`src/rtl/decoder_pkg.sv`:
```
// Shared constants, types and legality check for the RV32I sequential decoder.
// Optional M-extension decode is enabled by defining DECODER_MEXT_EN.
package decoder_pkg;

    localparam logic [6:0] OP_R     = 7'b0110011;
    localparam logic [6:0] OP_I     = 7'b0010011;
    localparam logic [6:0] OP_LD    = 7'b0000011;
    localparam logic [6:0] OP_ST    = 7'b0100011;
    localparam logic [6:0] OP_BR    = 7'b1100011;
    localparam logic [6:0] OP_JAL   = 7'b1101111;
    localparam logic [6:0] OP_JALR  = 7'b1100111;
    localparam logic [6:0] OP_LUI   = 7'b0110111;
    localparam logic [6:0] OP_AUIPC = 7'b0010111;

    localparam logic [1:0] SRCA_RS1  = 2'd0;
    localparam logic [1:0] SRCA_PC   = 2'd1;
    localparam logic [1:0] SRCA_ZERO = 2'd2;

    localparam logic [2:0] SRCB_RS2  = 3'd0;
    localparam logic [2:0] SRCB_IMMI = 3'd1;
    localparam logic [2:0] SRCB_IMMU = 3'd2;
    localparam logic [2:0] SRCB_IMMS = 3'd3;
    localparam logic [2:0] SRCB_FOUR = 3'd4;

    localparam logic [1:0] AOP_BR = 2'b11;
    localparam logic [1:0] AOP_M  = 2'b10;

`ifdef DECODER_MEXT_EN
    localparam bit MEXT = 1'b1;
`else
    localparam bit MEXT = 1'b0;
`endif

    typedef enum logic [1:0] {
        ST_IDLE,
        ST_EXEC,
        ST_MEM,
        ST_TRAP
    } state_t;

    typedef struct packed {
        logic [1:0] srca;
        logic [2:0] srcb;
        logic [4:0] aop;
        logic [4:0] memi;
        logic       mwe;
        logic       ws;
        logic       rfwe;
        logic       b;
        logic       jal;
        logic       jalr;
    } ctrl_t;

    function automatic logic is_mem(input logic [6:0] op);
        return (op == OP_LD) || (op == OP_ST);
    endfunction

    function automatic logic is_illegal(
        input logic [6:0] op,
        input logic [2:0] f3,
        input logic [6:0] f7
    );
        logic bad;
        bad = 1'b0;
        unique case (1'b1)
            (op == OP_R):
                bad = !((f7 == 7'h00)
                     || (f7 == 7'h20 && (f3 == 3'd0 || f3 == 3'd5))
                     || (MEXT && f7 == 7'h01));
            (op == OP_I), (op == OP_JAL),
            (op == OP_LUI), (op == OP_AUIPC):
                bad = 1'b0;
            (op == OP_LD):
                bad = (f3 == 3'd3) || (f3 == 3'd6) || (f3 == 3'd7);
            (op == OP_ST):
                bad = (f3 > 3'd2);
            (op == OP_BR):
                bad = (f3 == 3'd2) || (f3 == 3'd3);
            (op == OP_JALR):
                bad = (f3 != 3'd0);
            default:
                bad = 1'b1;
        endcase
        return bad;
    endfunction

endpackage

```
`src/rtl/decoder_comb.sv`:
```
// Pure combinational decode of the instruction register into a control bundle.
// Ports: ir (32b instruction) -> ctrl (ctrl_t bundle), illegal (1b). DECODER_MEXT_EN adds MUL/DIV.
module decoder_comb (
    input  logic [31:0]              ir,
    output decoder_pkg::ctrl_t       ctrl,
    output logic                     illegal
);
    import decoder_pkg::*;

    logic [6:0] op;
    logic [2:0] f3;
    logic [6:0] f7;
    logic       unused_ir;

    assign op        = ir[6:0];
    assign f3        = ir[14:12];
    assign f7        = ir[31:25];
    assign unused_ir = ^{ir[24:15], ir[11:7]};
    assign illegal   = is_illegal(op, f3, f7);

    always_comb begin
        ctrl = '0;
        unique case (1'b1)
            (op == OP_R): begin
                ctrl.rfwe = 1'b1;
                ctrl.aop  = (MEXT && f7 == 7'h01)
                          ? {AOP_M, f3} : {f7[6:5], f3};
            end
            (op == OP_I): begin
                ctrl.srcb = SRCB_IMMI;
                ctrl.aop  = {1'b0, (f3 == 3'd5) & f7[5], f3};
                ctrl.rfwe = 1'b1;
            end
            (op == OP_LD): begin
                ctrl.srcb = SRCB_IMMI;
                ctrl.ws   = 1'b1;
                ctrl.memi = {2'b10, f3};
            end
            (op == OP_ST): begin
                ctrl.srcb = SRCB_IMMS;
                ctrl.memi = {2'b11, f3};
                ctrl.mwe  = 1'b1;
            end
            (op == OP_BR): begin
                ctrl.srcb = SRCB_RS2;
                ctrl.aop  = {AOP_BR, f3};
                ctrl.b    = 1'b1;
            end
            (op == OP_JAL): begin
                ctrl.jal  = 1'b1;
                ctrl.srca = SRCA_PC;
                ctrl.srcb = SRCB_FOUR;
                ctrl.rfwe = 1'b1;
            end
            (op == OP_JALR): begin
                ctrl.jalr = 1'b1;
                ctrl.srca = SRCA_PC;
                ctrl.srcb = SRCB_FOUR;
                ctrl.rfwe = 1'b1;
            end
            (op == OP_LUI): begin
                ctrl.srca = SRCA_ZERO;
                ctrl.srcb = SRCB_IMMU;
                ctrl.rfwe = 1'b1;
            end
            (op == OP_AUIPC): begin
                ctrl.srca = SRCA_PC;
                ctrl.srcb = SRCB_IMMU;
                ctrl.rfwe = 1'b1;
            end
            default: ;
        endcase
        // An illegal word must not leak any datapath control.
        if (illegal) ctrl = '0;
    end

endmodule

```
`src/rtl/riscv_decoder_seq.sv`:
```
// Sequential RV32I main decoder: IR, IDLE/EXEC/MEM/TRAP FSM, memory timeout counter.
// Ports: clk, rst (sync, high); fetch instr_valid/instr/instr_ready; LSU mem_ready/mem_req;
// datapath srcA, srcB, aop, memi, mwe, ws, rfwe, enpc, b, jal, jalr; traps ill_instr, mem_err.
// Build macro DECODER_MEXT_EN enables M-extension R-type decode.
module riscv_decoder_seq #(
    parameter int MEM_TIMEOUT = 15,
    parameter bit ILL_HALT    = 1'b1
) (
    input  logic        clk,
    input  logic        rst,
    input  logic        instr_valid,
    input  logic [31:0] instr,
    output logic        instr_ready,
    input  logic        mem_ready,
    output logic        mem_req,
    output logic [1:0]  srcA,
    output logic [2:0]  srcB,
    output logic [4:0]  aop,
    output logic [4:0]  memi,
    output logic        mwe,
    output logic        ws,
    output logic        rfwe,
    output logic        enpc,
    output logic        b,
    output logic        jal,
    output logic        jalr,
    output logic        ill_instr,
    output logic        mem_err
);
    import decoder_pkg::*;

    // Zero timeout still needs a one-bit counter to keep widths legal.
    localparam int CW = (MEM_TIMEOUT > 0) ? $clog2(MEM_TIMEOUT + 1) : 1;

    state_t        state, state_nxt, acc;
    logic [31:0]   ir;
    logic [CW-1:0] cnt, cnt_nxt;
    logic          ill_flag, ill_nxt;
    logic          err_flag, err_nxt;
    logic          xfer, tmo;
    ctrl_t         ctrl;
    logic          illegal;

    decoder_comb u_dec (
        .ir      (ir),
        .ctrl    (ctrl),
        .illegal (illegal)
    );

    assign xfer = instr_valid & instr_ready;
    assign tmo  = (MEM_TIMEOUT != 0) && (cnt == CW'(MEM_TIMEOUT - 1));

    always_ff @(posedge clk) begin
        if (rst) begin
            state    <= ST_IDLE;
            ir       <= 32'h0000_0013;
            cnt      <= '0;
            ill_flag <= 1'b0;
            err_flag <= 1'b0;
        end else begin
            state    <= state_nxt;
            cnt      <= cnt_nxt;
            ill_flag <= ill_nxt;
            err_flag <= err_nxt;
            if (xfer) ir <= instr;
        end
    end

    always_comb begin
        // Destination for an instruction arriving this cycle.
        if (is_illegal(instr[6:0], instr[14:12], instr[31:25]))
            acc = ILL_HALT ? ST_TRAP : ST_EXEC;
        else if (is_mem(instr[6:0]))
            acc = ST_MEM;
        else
            acc = ST_EXEC;

        state_nxt = state;
        cnt_nxt   = cnt;
        ill_nxt   = ill_flag;
        err_nxt   = err_flag;
        unique case (state)
            ST_IDLE, ST_EXEC: begin
                state_nxt = xfer ? acc : ST_IDLE;
            end
            ST_MEM: begin
                if (mem_ready) begin
                    cnt_nxt   = '0;
                    state_nxt = xfer ? acc : ST_IDLE;
                end else if (tmo) begin
                    cnt_nxt   = '0;
                    state_nxt = ST_TRAP;
                    err_nxt   = 1'b1;
                end else begin
                    cnt_nxt = cnt + 1'b1;
                end
            end
            ST_TRAP: ;
        endcase
        if (xfer && acc == ST_TRAP) ill_nxt = 1'b1;
    end

    always_comb begin
        instr_ready = 1'b0;
        mem_req     = 1'b0;
        srcA        = '0;
        srcB        = '0;
        aop         = '0;
        memi        = '0;
        mwe         = 1'b0;
        ws          = 1'b0;
        rfwe        = 1'b0;
        enpc        = 1'b0;
        b           = 1'b0;
        jal         = 1'b0;
        jalr        = 1'b0;
        ill_instr   = 1'b0;
        mem_err     = 1'b0;
        unique case (state)
            ST_IDLE: begin
                instr_ready = 1'b1;
            end
            ST_EXEC: begin
                instr_ready = 1'b1;
                srcA        = ctrl.srca;
                srcB        = ctrl.srcb;
                aop         = ctrl.aop;
                memi        = ctrl.memi;
                mwe         = ctrl.mwe;
                ws          = ctrl.ws;
                rfwe        = ctrl.rfwe;
                enpc        = 1'b1;
                b           = ctrl.b;
                jal         = ctrl.jal;
                jalr        = ctrl.jalr;
                ill_instr   = illegal;
            end
            ST_MEM: begin
                mem_req     = 1'b1;
                instr_ready = mem_ready;
                srcA        = ctrl.srca;
                srcB        = ctrl.srcb;
                aop         = ctrl.aop;
                memi        = ctrl.memi;
                mwe         = ctrl.mwe;
                ws          = ctrl.ws;
                enpc        = mem_ready;
                // ws marks a load: only loads write the regfile.
                rfwe        = mem_ready & ctrl.ws;
            end
            ST_TRAP: begin
                ill_instr = ill_flag;
                mem_err   = err_flag;
            end
        endcase
    end

endmodule

```
`config.mk`:
```
export PLATFORM = sky130hd
export DESIGN_NAME = riscv_decoder_seq
export DESIGN_NICKNAME = d
export VERILOG_FILES = /design/src/rtl/decoder_pkg.sv /design/src/rtl/decoder_comb.sv /design/src/rtl/riscv_decoder_seq.sv
export SDC_FILE = /design/constraint.sdc
export NUM_CORES = 1
export LEC_CHECK = 0
export CAP_MARGIN = 40
export CORE_ASPECT_RATIO = 0.5
export CORE_MARGIN = 2
export CORE_UTILIZATION = 50
export CTS_CLUSTER_DIAMETER = 60
export CTS_CLUSTER_SIZE = 25
export DETAILED_ROUTE_END_ITERATION = 6
export PLACE_DENSITY = 0.86
export REMOVE_ABC_BUFFERS = 1
export SETUP_SLACK_MARGIN = 0.05
export SLEW_MARGIN = 15
export SYNTH_ARGS = -nofsm -noshare
export SYNTH_HDL_FRONTEND = slang
export SYNTH_HIERARCHICAL = 1
export SYNTH_SLANG_ARGS = --single-unit
```
`constraint.sdc`:
```
create_clock -name clk -period 1.9 [get_ports clk]
set_input_delay 0.38 -clock clk [delete_from_list [all_inputs] [get_ports clk]]
set_output_delay 0.38 -clock clk [all_outputs]
set_load 0.1 [all_outputs]
```
==> results.md, run 1 <==
* Outcome: stopped before the end
* Stopped at: clock tree synthesis (4_1_cts)
* Stop err: [ERROR DPL-0033] detailed placement checks failed during check placement.
* Cts hold-fix bufs at 0
* Resize count post-CTS at 100
* Cells after Synth at around 260
* Longest Clk Path Bufs at 2
* CTS H-tree depth at 1
* Yosys warnings at 6
* IO Port Bufs at 46
* Mean post-synth cell area at between 7 and 8 µm²
* Die Height at around 47 µm
* Row cnt at 15
* I/O pin count at 62
* Dpl hpwl at around 5300 µm
* Clock Root Buffer: clkbuf_8
* Total CTS buffers at 3
* Placed Cells at about 390
* Post-CTS setup buffer count at 15
* Die Wd at approximately 90 µm
* Post-Syn Area at 1888 µm²
* RePlAce Congestion at 0.9099
* Starting Density at between 50% and 60%
==> metrics by stage <==
stage               instance area [µm²]  hold slack, ns  setup TNS [ns]  setup slack [ns]
floorplan                          1798          0.4300          -49.89            -2.118
global placement                   2993          0.4457          -2.974           -0.3117
detailed placement                 2993          0.4612          -6.058           -0.4044
==> run 2: changes to the inputs <==
--- a/config.mk
+++ b/config.mk
@@ -6,15 +6,11 @@
 export NUM_CORES = 1
 export LEC_CHECK = 0
 export CAP_MARGIN = 40
-export CORE_ASPECT_RATIO = 0.5
 export CORE_MARGIN = 2
-export CORE_UTILIZATION = 50
-export CTS_CLUSTER_DIAMETER = 60
-export CTS_CLUSTER_SIZE = 25
+export CORE_UTILIZATION = 40
 export DETAILED_ROUTE_END_ITERATION = 6
-export PLACE_DENSITY = 0.86
+export PLACE_DENSITY_LB_ADDON = 0.15
 export REMOVE_ABC_BUFFERS = 1
-export SETUP_SLACK_MARGIN = 0.05
 export SLEW_MARGIN = 15
 export SYNTH_ARGS = -nofsm -noshare
 export SYNTH_HDL_FRONTEND = slang
==> run 2 against run 1 <==
  * The flow now finishes, with violations (setup timing)
  * Area after synthesis did not move
  * Synthesized cell count did not move
==> results.md, run 2 <==
* Top Registers: ir: 17 flops, cnt: 4 flops, state: 2 flops
* WL/cell at about 16 µm
* Power density over the cells at roughly 1100 nW/µm²
* Fin cells at 425
* Biggest register: ir
* Worst Reg-to-Reg Cells at 7
* Antenna Cells at 0
* Crit Path Class: register to output port
* Cells after Synth at roughly 260
* Max reg flops at 17
* Peak supply drop at 1.025 mV
* Router iterations before antenna repair at 4
* Endpoint type of the worst setup path: output port
* # fillers at ~240
* Clock Root Buffer: clkbuf_8
* Initial DRC count at about 140
* Area grow syn2layout at 98.74%
* Initial antenna violation count at 0
* First-pass GRT wire length at slightly below 10000 µm
* # DRC at 0
* CP required at about 1.5 ns
* Die Height at approximately 73 µm
* RSZ-0062 raised after global routing: true
* CTS H-tree depth at 1
* Mean post-synth cell area at slightly above 7 µm²
* Core outline area at ~4400 µm²
* FF-to-FF setup slack at 0.16 ns
* Hold Crit Class: register to register
* Clock Skews at between 0.004 and 0.005 ns
* RePlAce Congestion at just under 0.9
* GRT Residual Overflow at 0
* Routed vias at 2352
* IO Port Bufs at 46
* Tot GR Track Use at approximately a quarter
* Fmax at around 390 MHz
* Final WS setup at -0.6526 ns
* I/O pin count at between 60 and 70
* FF-to-FF End: state[0]
* Post-Syn Area at between 1500 and 2000 µm²
* Final nets at between 400 and 500
* Final Cycle Share at 134.3%
* Largest net degree at the start of global routing at 26
* Drt via density at between 5 and 6
* Longest Clk Path Bufs at 2
* Most frequent cells in the layout: 57 x buf_4, 45 x nand2_1, 26 x buf_12
* RR Startpoint: state[1]
* HP Start: err_flag
* Worst hold slack at around 0.47 ns
* Clock period minus worst slack at roughly 2.6 ns
* Max-Cap Viols at 0
* Clock transition at the registers of the reported paths at roughly 0.090 ns
* Least-Margin Pin Slew at between 0.4 and 0.5 ns
* Fin. Hold Viols at 0
* CP startpoint kind: register
* Fin. max-slew vios at 0
* Outcome: complete, but fails checks
* Die area at approximately 5300 µm²
* Clk sinks at 25
* # setup viols final at 22
* Total CTS buffers at 3
* Worst EP arrival at 2.17 ns
* Yosys warnings at 6
* Worst-path fanout max at 5
* Share of layout cells above drive strength 1 at between 50% and 60%
* Die Wd at between 70 and 80 µm
* Vias in the first global route at between 2000 and 2500
* Starting Density at a little over two fifths
* TritonCTS clock tree: yes
* Placed Cells at about 400
* Drt total wl at 6885 µm
* Leakage power at 1.517 nW
* Crit path from: ir[14]
* Row cnt at 24
* Clock Latency Late Sink at around 0.28 ns
* Max-slew headroom at just over 70%
* Critical Path End: rfwe
* Violated checks: setup timing
* Dpl hpwl at 4136 µm
* Most common cell after layout, fill and taps aside: buf_4
* Detail Route Antenna Nets at 0
[run 2: layout make-up]
| class | count | area, µm² | area share, % |
|---|---|---|---|
| flip-flops and latches | 25 | 535.5 | 14.27 |
| repair buffers | 125 | 1410 | 37.58 |
| multi-input cells | 210 | 1653 | 44.05 |
| inverters | 9 | 38.79 | 1.034 |
| well taps | 52 | 65.06 | 1.734 |
| clock inverters | 1 | 8.758 | 0.2334 |
| clock buffers | 3 | 41.29 | 1.100 |
[run 2: stage by stage]
stage	total power, mW	TNS (ns)	setup slack (ns)	area, µm²	util [%]
4_1_cts	3.761	-6.595	-0.5207	3477	78.24
3_5_place_dp	3.005	-3.711	-0.3485	3062	68.89
6_report	4.204	-8.439	-0.6526	3752	84.43
5_1_grt	4.424	-10.03	-0.7491	3752	84.43
2_1_floorplan	1.967	-49.89	-2.118	1798	-
3_3_place_gp	2.967	-3.015	-0.3101	3062	68.89
[run 2: worst min path at each step]
stage	to	slack, ns	cells after the start
2_1_floorplan	ir[31]	0.43	2
3_3_place_gp	err_flag	0.44	2
3_5_place_dp	ir[26]	0.46	2
4_1_cts	ir[26]	0.47	2
5_1_grt	ir[25]	0.48	2
6_report	err_flag	0.47	2
[run 2: what timing repair did]
| action | CTS | global route |
|---|---|---|
| hold buffers | 0 | 0 |
| gates resized for setup | 84 | 54 |
| buffers inserted | 10 | 11 |
| cloned | 0 | 0 |
| pin swaps | 44 | 36 |
| endpoints found under the setup margin | 27 | 26 |
[run 2: report_power, final]
part	leakage, nW	switching, mW	internal (mW)
registers	0.211	0.135	0.658
logic	1.28	1.68	1.39
clock network	0.0261	0.184	0.154
total	1.52	2.00	2.21
[run 2: worst max-delay path, cell delays in order, from the launching register on]
cell	delay, ns
dfxtp_4	0.38
xnor2_1	0.22
a21boi_0	0.20
o21a_4	0.28
nor4_4	0.27
a32oi_1	0.11
nor2b_1	0.20
clkbuf_16	0.23
[run 2: metal layers]
layer	track usage (%)	up-vias	wire length, µm
li1	-	1138	-
met1	27.00	1111	2688
met2	44.65	80	3748
met3	2.348	23	233
met4	7.407	0	215
met5	0	-	0
Note: power is estimated with default switching activity, not from simulation.
